==> src/rtl/nibble_serial_subtractor.sv <==
// Multi-cycle WIDTH-bit subtractor D = A - B - Bin, one lookahead nibble per clock.
// Optional SUB_OVERFLOW_FLAG_EN adds a signed-overflow output ovf.
module nibble_serial_subtractor #(
    parameter int unsigned WIDTH = 16
) (
    input  logic             clk,
    input  logic             rst,
    input  logic             in_valid,
    output logic             in_ready,
    input  logic [WIDTH-1:0] A,
    input  logic [WIDTH-1:0] B,
    input  logic             Bin,
    output logic             out_valid,
    input  logic             out_ready,
    output logic [WIDTH-1:0] D,
    output logic             B_out,
`ifdef SUB_OVERFLOW_FLAG_EN
    output logic             ovf,
`endif
    output logic             zero
);

    localparam int unsigned N    = WIDTH / 4;
    localparam int unsigned CntW = (N > 1) ? $clog2(N) : 1;
    localparam logic [CntW-1:0] LastCnt = CntW'(N - 1);

    if ((WIDTH % 4) != 0 || WIDTH < 4) begin : g_bad_width
        $error("nibble_serial_subtractor: WIDTH must be a multiple of 4 and >= 4");
    end

    typedef enum logic [1:0] {StIdle, StRun, StDone} state_e;

    state_e           state_q, state_d;
    logic [WIDTH-1:0] a_q, a_d, b_q, b_d, d_q, d_d;
    logic             carry_q, carry_d;
    logic [CntW-1:0]  cnt_q, cnt_d;
    logic             bout_q, bout_d, zero_q, zero_d;
    logic             ovf_q, ovf_d;

    logic [CntW+1:0]  lsb;
    logic [3:0]       g, p, sum;
    logic [4:0]       c;

    // Subtraction as A + ~B + carry, with carry = ~borrow.
    always_comb begin
        lsb  = {cnt_q, 2'b00};
        g    = a_q[lsb +: 4] & ~b_q[lsb +: 4];
        p    = a_q[lsb +: 4] ^ ~b_q[lsb +: 4];
        c[0] = carry_q;
        c[1] = g[0] | (p[0] & c[0]);
        c[2] = g[1] | (p[1] & g[0]) | (p[1] & p[0] & c[0]);
        c[3] = g[2] | (p[2] & g[1]) | (p[2] & p[1] & g[0]) | (p[2] & p[1] & p[0] & c[0]);
        c[4] = g[3] | (p[3] & g[2]) | (p[3] & p[2] & g[1]) | (p[3] & p[2] & p[1] & g[0])
             | (p[3] & p[2] & p[1] & p[0] & c[0]);
        sum  = p ^ c[3:0];
    end

    always_comb begin
        state_d = state_q;
        a_d     = a_q;
        b_d     = b_q;
        d_d     = d_q;
        carry_d = carry_q;
        cnt_d   = cnt_q;
        bout_d  = bout_q;
        zero_d  = zero_q;
        ovf_d   = ovf_q;
        unique case (state_q)
            StIdle: begin
                if (in_valid) begin
                    a_d     = A;
                    b_d     = B;
                    carry_d = ~Bin;
                    cnt_d   = '0;
                    d_d     = '0;
                    state_d = StRun;
                end
            end
            StRun: begin
                d_d[lsb +: 4] = sum;
                carry_d       = c[4];
                cnt_d         = cnt_q + 1'b1;
                if (cnt_q == LastCnt) begin
                    cnt_d   = '0;
                    state_d = StDone;
                    bout_d  = ~c[4];
                    zero_d  = (d_d == '0);
                    ovf_d   = (a_q[WIDTH-1] != b_q[WIDTH-1]) && (d_d[WIDTH-1] != a_q[WIDTH-1]);
                end
            end
            StDone: begin
                if (out_ready) begin
                    state_d = StIdle;
                end
            end
            default: state_d = StIdle;
        endcase
    end

    always_ff @(posedge clk or posedge rst) begin
        if (rst) begin
            state_q <= StIdle;
            a_q     <= '0;
            b_q     <= '0;
            d_q     <= '0;
            carry_q <= 1'b0;
            cnt_q   <= '0;
            bout_q  <= 1'b0;
            zero_q  <= 1'b0;
            ovf_q   <= 1'b0;
        end else begin
            state_q <= state_d;
            a_q     <= a_d;
            b_q     <= b_d;
            d_q     <= d_d;
            carry_q <= carry_d;
            cnt_q   <= cnt_d;
            bout_q  <= bout_d;
            zero_q  <= zero_d;
            ovf_q   <= ovf_d;
        end
    end

    assign in_ready  = (state_q == StIdle);
    assign out_valid = (state_q == StDone);
    assign D         = d_q;
    assign B_out     = bout_q;
    assign zero      = zero_q;
`ifdef SUB_OVERFLOW_FLAG_EN
    assign ovf       = ovf_q;
`else
    logic unused_ovf;
    assign unused_ovf = ovf_q;
`endif

endmodule

==> config.mk <==
export PLATFORM = sky130hd
export DESIGN_NAME = nibble_serial_subtractor
export DESIGN_NICKNAME = d
export VERILOG_FILES = /design/src/rtl/nibble_serial_subtractor.sv
export SDC_FILE = /design/constraint.sdc
export NUM_CORES = 1
export LEC_CHECK = 0
export CORE_UTILIZATION = 49
export DETAILED_ROUTE_END_ITERATION = 10
export DONT_BUFFER_PORTS = 1
export GPL_ROUTABILITY_DRIVEN = 0
export PLACE_DENSITY_LB_ADDON = 0.2
export SYNTH_ARGS = -nofsm -noshare
export SYNTH_HDL_FRONTEND = slang
export SYNTH_SLANG_ARGS = --single-unit
==> constraint.sdc <==
create_clock -name clk -period 2.3 [get_ports clk]
set_input_delay 0.575 -clock clk [delete_from_list [all_inputs] [get_ports clk]]
set_output_delay 0.575 -clock clk [all_outputs]
set_load 0.02 [all_outputs]
==> impl_metrics.json <==
{
  "comb_power_share": 0.582,
  "synth_area_leader_cell": "dfrtp_1",
  "multi_input_area_um2": 1281,
  "clock_latency_ns": 0.31,
  "dr.pass1.iters": 4,
  "grt_max_degree": 56,
  "postSynthAreaPerCell_um2": 10.02,
  "grtUsageMet1": 0.2627,
  "seq_area_um2": 1378,
  "ys_async_sr_fraction": 1.000,
  "detail-route-antenna-nets": 0,
  "die_x_um": 75.91,
  "slowest_stage": "mux4_2",
  "grt_pass1_vias": 1892,
  "end_kind": "flop",
  "num_rows": 26,
  "wl_mm": 5.373,
  "p_sw_frac": 0.4324,
  "arrival_ns": 2.53,
  "fin_tns_setup_ns": -0.05812,
  "worstPathMaxFanout": 4,
  "grt_overflow_total": 0,
  "busiest_layer": "met2",
  "p_int_mw": 3.205,
  "slew_violations": 0,
  "dpl.cell_count": 339,
  "pin_count": 57,
  "design_area_um2": 3005,
  "area_growth_pct": 12.30,
  "synth_ff_type": "dfrtp_1",
  "crit-reg2reg-launch": "cnt_q[0]",
  "grt.total_usage": 0.2000,
  "dpl-instance-area_um2": 2875,
  "fmax_mhz": 429.7,
  "yosys.area.top_type_share": 0.5143,
  "slew_headroom": 0.6299,
  "setup_ws_ns": -0.02716,
  "grt_pass1_wl_mm": 9.018,
  "viasPerCell": 5.464,
  "tritoncts": "done",
  "yosysMostFrequentCell": "nand2_1",
  "antenna_found_initial": 0,
  "path_class": "reg2reg",
  "ys.warnings.count": 0,
  "worst_pin_slew_ns": 0.5552,
  "fin_hold_ws_ns": 0.1704,
  "p_seq_frac": 0.328,
  "synth_fp_nets": 316,
  "dieArea_um2": 5762,
  "period_minus_slack_ns": 2.327,
  "synth.top_cells.by_area": "dfrtp_1 (51%), nand2_1 (15%), mux4_2 (6.7%)",
  "finalCritPeriodShare": 1.012,
  "cts-hold-fix-buffers": 0,
  "cts_buffers": 5,
  "syn_inst": 267,
  "die_h_um": 75.91,
  "nets": 327,
  "setup_violations": 4,
  "fill_cells": 463,
  "drive_above_1_share": 0.1720,
  "yosysSeqAreaShare": 0.5143,
  "ys_seq_elements": 55,
  "power.static_leakage_nw": 1.476,
  "wl_per_cell_um": 15.40,
  "synth-edff-count": 0,
  "crit_chain": "buf_6 -> mux4_2 -> inv_2 -> ha_4 -> a211o_1 -> o211ai_1 -> a211oi_2 -> buf_4 -> a32o_1",
  "power_switching_mw": 2.442,
  "dp_hpwl_mm": 3.977,
  "worstPathRequired_ns": 2.50,
  "clk_pin_slew_ns": 0.09,
  "critPathLaunch": "cnt_q[0]",
  "drt_iter0_markers": 86,
  "instances_no_fill": 349,
  "cts_max_level": 2,
  "met2_usage": 0.3300,
  "core_um2": 5172,
  "antenna_cells": 0,
  "critPathMaxStageDelay_ns": 0.52,
  "cts-root-buf": "clkbuf_8",
  "post-route-drc-count": 0,
  "synth_area_um2": 2676,
  "met3_usage": 0.05301,
  "cts.sinks": 55,
  "hold_path.class": "in2async",
  "max-cap-violations": 0,
  "power_density_nw_per_um2": 1879,
  "port-buffer-count": 0,
  "outcome": "finished, violations left",
  "vias": 1907,
  "clock_power_share": 0.090,
  "start_kind": "flop",
  "ys_top_cells_by_count": "nand2_1 (104), dfrtp_1 (55), a22o_1 (13), ha_1 (11), inv_1 (10)",
  "clock_skew_ns": 0.005335,
  "hold_violations": 0,
  "vdd_drop_max_uv": 751.0,
  "start_util": 0.5174,
  "clk_path_buf_depth": 2,
  "rsz0062_at_grt": "yes",
  "netlist-cell-type-count": 36,
  "violations": "setup timing"
}
==> area by class of cell <==
class / count / area share
timing repair buffer: 16 / 0.04663
multi-input combinational: 190 / 0.4263
sequential: 55 / 0.4584
inverter: 10 / 0.01249
tap: 70 / 0.02914
clock buffer: 7 / 0.02540
clock inverter: 1 / 0.001665
==> layer usage <==
metal  part of all wire  vias up
met5                  0        -
met2               0.49       36
met4              0.011        0
li1                   -      928
met1               0.46      938
met3              0.038        5
==> state kept, by name, summed over array words and instances, names as in the netlist <==
name / cells
D: 16
a_q: 16
b_q: 16
cnt_q: 2
state_q: 2
B_out: 1
carry_q: 1
zero: 1
==> final timing paths <==
path | to | slack, ns | cells past startpoint
max | D[3] | -0.03 | 9
min | a_q[6] | 0.17 | 2
max reg2reg | D[3] | -0.03 | 9
min reg2reg | b_q[15] | 0.47 | 2
max in group asynchronous | cnt_q[0] | 1.85 | 2
min in group clk | b_q[10] | 0.37 | 2
==> what timing repair did <==
item                                   4_1_cts  5_1_grt
resized for setup                            3        6
endpoints found under the hold margin        0        0
setup endpoints to repair                   12       19
pin swaps                                    3        6
setup buffers                                2        0
==> cells by family (layout without fill, tap and decap cells) <==
family	count (synthesis)	after routing	synth area share
buf+inv	22	34	0.03507
mux	10	10	0.07527
compound gates	36	36	0.1052
fa+ha+maj	12	12	0.05891
xor+xnor	2	2	0.006546
flops	55	55	0.5143
simple gates	130	130	0.2048
==> worst max-delay path, delay by kind of cell (launching register included) <==
kind | cells | cell delay [ns]
fa+ha+maj | 1 | 0.20
mux | 1 | 0.52
buf+inv | 3 | 0.37
flops | 1 | 0.42
compound gates | 4 | 0.72
==> layout by cell type (no fill, tap or decap), drive strengths merged, types with 3 or more instances in the layout <==
| cell type | instances |
|---|---|
| dfrtp | 55 |
| a21oi | 7 |
| buf | 16 |
| clkbuf | 7 |
| nor2 | 7 |
| mux4 | 8 |
| nand2 | 104 |
| inv | 10 |
| a22o | 13 |
| and2 | 3 |
| ha | 11 |
| nor4 | 5 |
| a32o | 4 |
==> metrics by stage <==
stage	setup slack (ns)	total power, mW	utilization
after detailed placement	-0.1011	4.885	0.5559
final	-0.02716	5.647	0.5810
after global routing	-0.1133	6.119	0.5810
after CTS	-0.06768	5.553	0.5762
after floorplan	0.001809	4.064	-
after global placement	-0.04134	4.792	0.5559
==> power by group through the flow <==
stage	logic (mW)	clock network [mW]	registers [mW]
after floorplan	2.31	0	1.75
after global routing	3.64	0.568	1.92
after detailed placement	3.01	0	1.87
after CTS	3.17	0.523	1.86
after global placement	2.92	0	1.87
final	3.28	0.510	1.85
Note: power is estimated with default switching activity, not from simulation.
